$ cat config.mk
export PLATFORM = sky130hd
export DESIGN_NAME = vote_collector
export DESIGN_NICKNAME = d
export VERILOG_FILES = /design/src/rtl/vote_collector.sv
export SDC_FILE = /design/constraint.sdc
export NUM_CORES = 1
export LEC_CHECK = 0
export BUFFER_PORTS_ARGS = -buffer_cell sky130_fd_sc_hd__buf_2
export CELL_PAD_IN_SITES_DETAIL_PLACEMENT = 0
export CELL_PAD_IN_SITES_GLOBAL_PLACEMENT = 1
export CORE_UTILIZATION = 42
export DETAILED_ROUTE_END_ITERATION = 7
export PLACE_DENSITY_LB_ADDON = 0.1
export RECOVER_POWER = 50
export SETUP_SLACK_MARGIN = 0.1
export SLEW_MARGIN = 30
export SYNTH_ARGS = -nofsm -noshare
export SYNTH_HDL_FRONTEND = slang
export SYNTH_SLANG_ARGS = --single-unit
$ cat constraint.sdc
create_clock -name clk -period 2.43 [get_ports clk]
set_input_delay 0.486 -clock clk [delete_from_list [all_inputs] [get_ports clk]]
set_output_delay 0.486 -clock clk [all_outputs]
set_load 0.005 [all_outputs]
$ cat src/rtl/vote_collector.sv
// Collects three serial one-bit votes tagged by voter id into a 3-bit word and
// offers it downstream over valid/ready; fills missing votes on timeout.
module vote_collector #(
  parameter int TIMEOUT = 15,
  parameter int CNT_W   = 8
) (
  input  logic             clk,
  input  logic             rst_n,
  input  logic             vote_valid,
  input  logic             vote_bit,
  input  logic [1:0]       vote_id,
  output logic             vote_ready,
  output logic [2:0]       word_out,
  output logic             word_valid,
  input  logic             word_ready,
  output logic             timeout_err,
  output logic             dup_err,
  output logic [CNT_W-1:0] round_cnt
);

  // Handshakes: a vote transfers on a cycle where vote_valid & vote_ready are
  // both high at the rising edge; a word transfers on word_valid & word_ready.
  // vote_ready depends only on registered state; word_* are all registered.

  typedef enum logic [1:0] {
    S_IDLE    = 2'd0,
    S_COLLECT = 2'd1,
    S_PRESENT = 2'd2
  } state_t;

  localparam logic [7:0] TIMEOUT_L = 8'(TIMEOUT);

  state_t           r_state;
  logic [2:0]       r_word;
  logic [2:0]       r_seen;
  logic [7:0]       r_timer;
  logic             r_word_valid;
  logic             r_timeout_err;
  logic             r_dup_err;
  logic [CNT_W-1:0] r_round_cnt;

  logic       w_accept;
  logic [2:0] w_id_mask;
  logic       w_legal;
  logic       w_new_vote;
  logic [2:0] w_seen_next;
  logic [2:0] w_word_next;
  logic       w_complete;
  logic       w_timeout;

  always_comb begin
    w_id_mask = 3'b000;
    case (vote_id)
      2'd0:    w_id_mask = 3'b001;
      2'd1:    w_id_mask = 3'b010;
      2'd2:    w_id_mask = 3'b100;
      default: w_id_mask = 3'b000;
    endcase
  end

  assign vote_ready  = (r_state != S_PRESENT);
  assign w_accept    = vote_valid & vote_ready;
  assign w_legal     = |w_id_mask;
  // A vote is only stored when its voter has not already voted this round.
  assign w_new_vote  = w_accept & w_legal & ~|(r_seen & w_id_mask);
  assign w_seen_next = w_new_vote ? (r_seen | w_id_mask) : r_seen;
  assign w_word_next = w_new_vote ? ((r_word & ~w_id_mask) | (vote_bit ? w_id_mask : 3'b000))
                                  : r_word;
  assign w_complete  = (w_seen_next == 3'b111);
  assign w_timeout   = (r_timer == TIMEOUT_L) && !w_complete;

  always_ff @(posedge clk or negedge rst_n) begin
    if (!rst_n) begin
      r_state       <= S_IDLE;
      r_word        <= 3'b000;
      r_seen        <= 3'b000;
      r_timer       <= 8'd0;
      r_word_valid  <= 1'b0;
      r_timeout_err <= 1'b0;
      r_dup_err     <= 1'b0;
      r_round_cnt   <= '0;
    end else begin
      r_timeout_err <= 1'b0;
      r_dup_err     <= 1'b0;
      case (r_state)
        S_IDLE: begin
          if (w_accept) begin
            if (w_legal) begin
              r_word  <= vote_bit ? w_id_mask : 3'b000;
              r_seen  <= w_id_mask;
              r_timer <= 8'd1;
              r_state <= S_COLLECT;
            end else begin
              r_dup_err <= 1'b1;
            end
          end
        end
        S_COLLECT: begin
          r_timer <= r_timer + 8'd1;
          if (w_accept && !w_new_vote)
            r_dup_err <= 1'b1;
          // Masking with seen zeroes any voter that never arrived.
          r_word <= w_word_next & w_seen_next;
          r_seen <= w_seen_next;
          if (w_complete) begin
            r_word_valid <= 1'b1;
            r_state      <= S_PRESENT;
          end else if (w_timeout) begin
            r_word_valid  <= 1'b1;
            r_timeout_err <= 1'b1;
            r_state       <= S_PRESENT;
          end
        end
        S_PRESENT: begin
          if (r_word_valid && word_ready) begin
            r_word_valid <= 1'b0;
            r_seen       <= 3'b000;
            r_timer      <= 8'd0;
            r_round_cnt  <= r_round_cnt + 1'b1;
            r_state      <= S_IDLE;
          end
        end
        default: r_state <= S_IDLE;
      endcase
    end
  end

  assign word_out    = r_word;
  assign word_valid  = r_word_valid;
  assign timeout_err = r_timeout_err;
  assign dup_err     = r_dup_err;
  assign round_cnt   = r_round_cnt;

endmodule

Word-level counts from Yosys, hierarchy flattened
Cells that the tools add are included.
{"block": "op_classes", "addsub": 2, "n_mul": 0, "n_div": 0, "order_cmp": 0, "n_eq_ne": 11, "shifts": 0, "muxes": 32, "bitwise_logic": 9, "reduce_logical": 18}
{"operator": "3-bit 2-to-1 mux", "count": 8}
{"operator": "8-bit 2-to-1 mux", "count": 3}
{"operator": "8-bit one-hot mux with 3 select lines", "count": 1}
{"operator": "3-bit one-hot mux with 3 select lines", "count": 2}
{"operator": "8-bit by 1-bit adder with 8-bit output (second input constant)", "count": 2}
{"operator": "2-bit 2-to-1 mux", "count": 5}
{"operator": "3-bit AND", "count": 3}
{"operator": "1-bit 2-to-1 mux", "count": 9}
{"operator": "8-bit by 4-bit == test with 1-bit output (second input constant)", "count": 1}
{"operator": "2-bit inequality test (second input constant)", "count": 4}
{"operator": "4-bit AND reduction", "count": 2}
{"operator": "3-bit OR", "count": 2}
{"operator": "2-bit one-hot mux with 3 select lines", "count": 1}
{"operator": "3-bit one-hot mux with 2 select lines", "count": 1}
{"operator": "3-bit AND reduction", "count": 2}
{"operator": "3-bit OR reduction", "count": 2}
{"operator": "2-bit by 1-bit == test with 1-bit output (second input constant)", "count": 2}
{"operator": "2-bit == test (second input constant)", "count": 2}
{"operator": "2-bit logical NOT", "count": 2}
{"operator": "1-bit one-hot mux with 2 select lines", "count": 2}
{"operator": "2-bit nonzero test", "count": 2}
{"operator": "1-bit AND", "count": 3}
{"operator": "3-bit == test (second input constant)", "count": 1}
{"operator": "1-bit logical AND", "count": 3}
{"operator": "other kinds (5)", "count": 7}
{"block": "totals", "ff_bits": 27, "latchBits": 0, "mem_bits_rw": 0, "rom_bits": 0, "inputBits": 7, "out_inout_bits": 15, "word_cells": 80, "memories": 0}

Longest topological paths before layout
{"block": "depth", "depth_word": 13, "ltp_mapped": 8, "depth_no_buf": 7}

Worst setup path after synthesis
OpenSTA, ideal clock, no wires.
{"block": "synth_timing", "path_type": "register -> register", "from": "register r_state[0]", "to": "register r_timer[7]", "setup_time_ps": 69, "arrival_time_ps": 1720, "required_ps": 2361, "slack_ps": 641, "path_stages_with_launch": 8, "n_path_buf": 0, "synth_period_minus_slack_ps": 1789, "path_cell_list": "dfrtp_1 > inv_1 > ha_1 > inv_2 > a21oi_1 > or3_1 > or4_1 > nand3_1"}
{"block": "synth_between", "elab_chain_cells": 4, "word_cells_on_any_way": 11, "cone_classes": "eq/ne: 6; mux: 1; bitwise: 1; reduce/logical: 3"}
{"item": "start, declared", "line": "33", "source": "state_t r_state;"}
{"item": "start signal, assigned", "line": "74", "source": "r_state <= S_IDLE;"}
{"item": "start signal, assigned", "line": "92", "source": "r_state <= S_COLLECT;"}
{"item": "start signal, assigned", "line": "107", "source": "r_state <= S_PRESENT;"}
{"item": "2-bit inequality test", "line": "61", "source": "assign vote_ready = (r_state != S_PRESENT);"}
{"item": "named net vote_ready", "line": "12", "source": "output logic vote_ready,"}
{"item": "1-bit AND", "line": "62", "source": "assign w_accept = vote_valid & vote_ready;"}
{"item": "2-bit inequality test (no line)"}
{"item": "4-bit AND reduction (no line)"}
{"item": "end signal, assigned", "line": "99", "source": "r_timer <= r_timer + 8'd1;"}
{"item": "end, declared", "line": "36", "source": "logic [7:0] r_timer;"}
The timed path passes the listed nets, and every way through them passes these cells.
A chain may end at the register's enable or synchronous reset.

Worst setup path in the final report
{"block": "layout_timing", "from": "register r_state[0]", "to": "register r_timer[7]"}
{"block": "layout_between", "elab_chain_cells": 4, "word_cells_on_any_way": 11, "cone_classes": "eq/ne: 6; mux: 1; bitwise: 1; reduce/logical: 3"}
{"item": "2-bit inequality test", "line": "61"}
{"item": "1-bit AND", "line": "62"}
{"item": "2-bit inequality test (no line)"}
{"item": "4-bit AND reduction (no line)"}
Parallel ways exist; a longest one is shown, timed or not.

==> summary.txt <==
GRT
  – Grt met1 use: 23.0%
  – Vias in the first global route: 1,060
  – Met2 Usage GRT: 29.4%
  – Largest net degree at the start of global routing: 28
  – First-pass GRT wire length: 4.71 mm
  – Initial antenna violation count: 0
  – Met3 track demand over resource: 2.60%
  – Total grt overflow: 0
  – Most Crowded Layer GR: met2
  – GRT Util Overall: 17.4%

Floorplan
  – Num rows: 20
  – Initial Util: 45.3%
  – Die extent in y: 60.1 microns
  – Die W: 60.1 microns
  – Core region area: 3130 sq um
  – Die area: 3610 sq um
  – Number of top-level pins: 22

Timing
  – Max Freq: 0.475 GHz
  – Min cycle time layout: 2.10 ns
  – Slew HR: 9.58%
  – Fin. Hold Viols: 0
  – Clock Skews: 0.00620 ns
  – Final Max Tran Viols: 0
  – Final setup viols: 0
  – Worst Hold Margin: 0.435 ns
  – Fin Setup TNS: 0 ns
  – Worst slew pin tran: 1.36 ns
  – Unrepaired setup endpoints after global routing: no
  – Final worst path period share: 86.6%
  – PnR worst setup slack: 0.327 ns

Final layout
  – Footprint of the multi-input gates: 686 sq um
  – Layout cell share with drive strength beyond 1: 15.2%
  – Register area: 676 sq um
  – Final layout net count: 185
  – Number of diodes: 0
  – Layout area overhead: 12.7%
  – Final instance area: 1600 sq um
  – Fillcell total: 302
  – Core Util, Final: 51.1%

Clocking
  – Root buffer cell: clkbuf_4
  – Setup bufs post-CTS: 0
  – Clock Path Buffers: 2
  – CTS buffer count: 3
  – CTS tree: yes
  – Cts hold-fix bufs: 0
  – H-tree depth: 1
  – Clock Latency Late Sink: 0.32 ns
  – CTS sink count: 27
  – CTS resizes: 0
  – Worst-path clk slew: 0.14 ns

Pwr
  – Pleak: 0.763 nW
  – Switching power total: 598 uW
  – Part of the power in the clock network: 13.1%
  – Worst IR Drop VDD: 0.300 mV
  – Int Pwr: 848 uW
  – Logic pwr share: 44.0%
  – Seq pwr share: 42.9%
  – PwrDens: 904 nW/um^2
  – Sw frac: 41.3%

Routing
  – Vias per std cell: 5.52
  – Final wirelength: 2.88 mm
  – DR iter-0 viols: 56
  – DR vias: 1,186
  – 1st-pass router iterations: 4
  – Post-route ant nets: 0
  – DRC: 0
  – Avg WL per Cell: 13.4 microns

Logic synthesis
  – Post-synth EDFFs: 0
  – Synth cell types: 35
  – Asr flop ratio synth: 100%
  – Synth Register Bits: 27
  – Seq/Total Area, Yosys: 47.7%
  – Mapped Nets: 161
  – Primary FF master, synth: dfrtp_1
  – Ys Warns: 0
  – Syn avg cell area: 9.58 sq um
  – Mapped Area: 1420 sq um
  – Synth Instances: 148

Worst setup path
  – Crit path launch type: flip-flop
  – Worst Setup End Kind: flip-flop
  – CP max FO: 11
  – Kind of critical path: reg2reg
  – Arr. time, crit path: 2.37 ns
  – CP Data Required Time: 2.70 ns

Place
  – Placed Area: 1580 sq um
  – Post-DP HPWL: 2.20 mm
  – GPL Wtd Cong: 0.808
  – Port Buf Inserts: 21
  – Dpl ws: 0.349 ns

Run
  – Max-Cap Viols: 0

Worst hold path
  – Hold/Removal Path Class: in2async

Outcome
  – Status: completed
state kept, by name (all words and copies together) (netlist names):
register	cells
r_timer	8
round_cnt	8
r_seen	3
word_out	3
r_state	2
dup_err	1
timeout_err	1
word_valid	1
cells in the final DEF (no fill, tap or decap), types with 3 or more instances in the layout:
cell type / count
inv_1: 10
a21oi_1: 6
nand2_1: 11
ha_1: 6
o22ai_1: 4
nand4_1: 5
nor4_1: 3
nor3_1: 3
clkbuf_1: 6
o2bb2ai_1: 3
nor2_1: 4
nand2b_1: 3
nand3_1: 10
o21ai_0: 14
xnor2_1: 5
and3_1: 5
buf_2: 15
clkbuf_4: 3
o31ai_1: 3
dfrtp_1: 27
kinds of logic (layout without fill, tap and decap cells):
kind of cell / count (synthesis) / after routing / share of synthesized area, %
AND/OR/NAND/NOR: 52 / 52 / 19.8
XOR/XNOR: 7 / 7 / 4.32
buffers and inverters: 15 / 38 / 3.97
adder cells (fa/ha/maj): 6 / 6 / 5.30
multiplexers: 3 / 3 / 2.21
flip-flops: 27 / 27 / 47.7
AO/OA/AOI/OAI: 38 / 38 / 16.8
per-stage QoR:
step | total power [mW] | std cells
floorplan | 1.06 | 148
global placement | 1.26 | 211
detailed placement | 1.26 | 211
CTS | 1.46 | 215
global route | 1.57 | 215
finish | 1.45 | 215
power groups by stage:
stage	logic, mW	registers [mW]	clock network [mW]
2_1_floorplan	0.443	0.618	0
5_1_grt	0.715	0.633	0.217
6_report	0.636	0.620	0.189
4_1_cts	0.644	0.618	0.199
3_5_place_dp	0.638	0.626	0
3_3_place_gp	0.633	0.624	0
critical path, cell delays in order (launching register included):
cell     delay (ns)
dfrtp_1        0.40
inv_1          0.08
ha_1           0.24
inv_2          0.11
a21oi_1        0.08
or3_1          0.51
or4_1          0.54
nand3_1        0.09
routing by layer:
layer	wire, microns	vias to the layer above
met2	1380	25
met5	0	-
met3	82	4
met4	23	0
met1	1390	567
li1	-	590
synthesized netlist by cell type (all sizes together), types with 2 or more instances:
library cell  instances  area, sq um
ha                    6         75.1
a21oi                 6         30.0
nand4                 5         31.3
nor4                  3         18.8
a31oi                 2         12.5
xnor2                 5         43.8
o31ai                 3         22.5
xor2                  2         17.5
nor3                  3         15.0
nor2                  4         15.0
mux2i                 2         20.0
and3                  5         31.3
inv                  11         41.3
o22ai                 4         25.0
nand2b                3         18.8
nand2                11         41.3
or2                   2         12.5
o21ai                16         80.1
clkbuf                4         15.0
dfrtp                27          676
o2bb2ai               3         26.3
nand3                10         50.1
worst paths after layout:
check | end | startpoint | depth (start not counted) | slack (ns)
setup / recovery | r_timer[7]$_DFFE_PN0P_ | r_state[0]$_DFFE_PN0P_ | 7 | 0.33
hold reg to reg | round_cnt[7]$_DFFE_PN0P_ | round_cnt[7]$_DFFE_PN0P_ | 1 | 0.48
hold / removal | round_cnt[6]$_DFFE_PN0P_ | rst_n | 1 | 0.43
min in group clk | dup_err$_DFF_PN0_ | vote_id[1] | 3 | 0.48
max in group asynchronous | r_seen[2]$_DFFE_PN0P_ | rst_n | 1 | 1.20
setup reg to reg | r_timer[7]$_DFFE_PN0P_ | r_state[0]$_DFFE_PN0P_ | 7 | 0.33
area by class of cell:
class	count	share of cell area, %
multi-input combinational	106	42.9
sequential	27	42.3
timing repair buffer	23	7.05
tap	44	3.45
inverter	11	2.58
clock buffer	3	1.41
clock inverter	1	0.313
(Power assumes the default switching activity.)
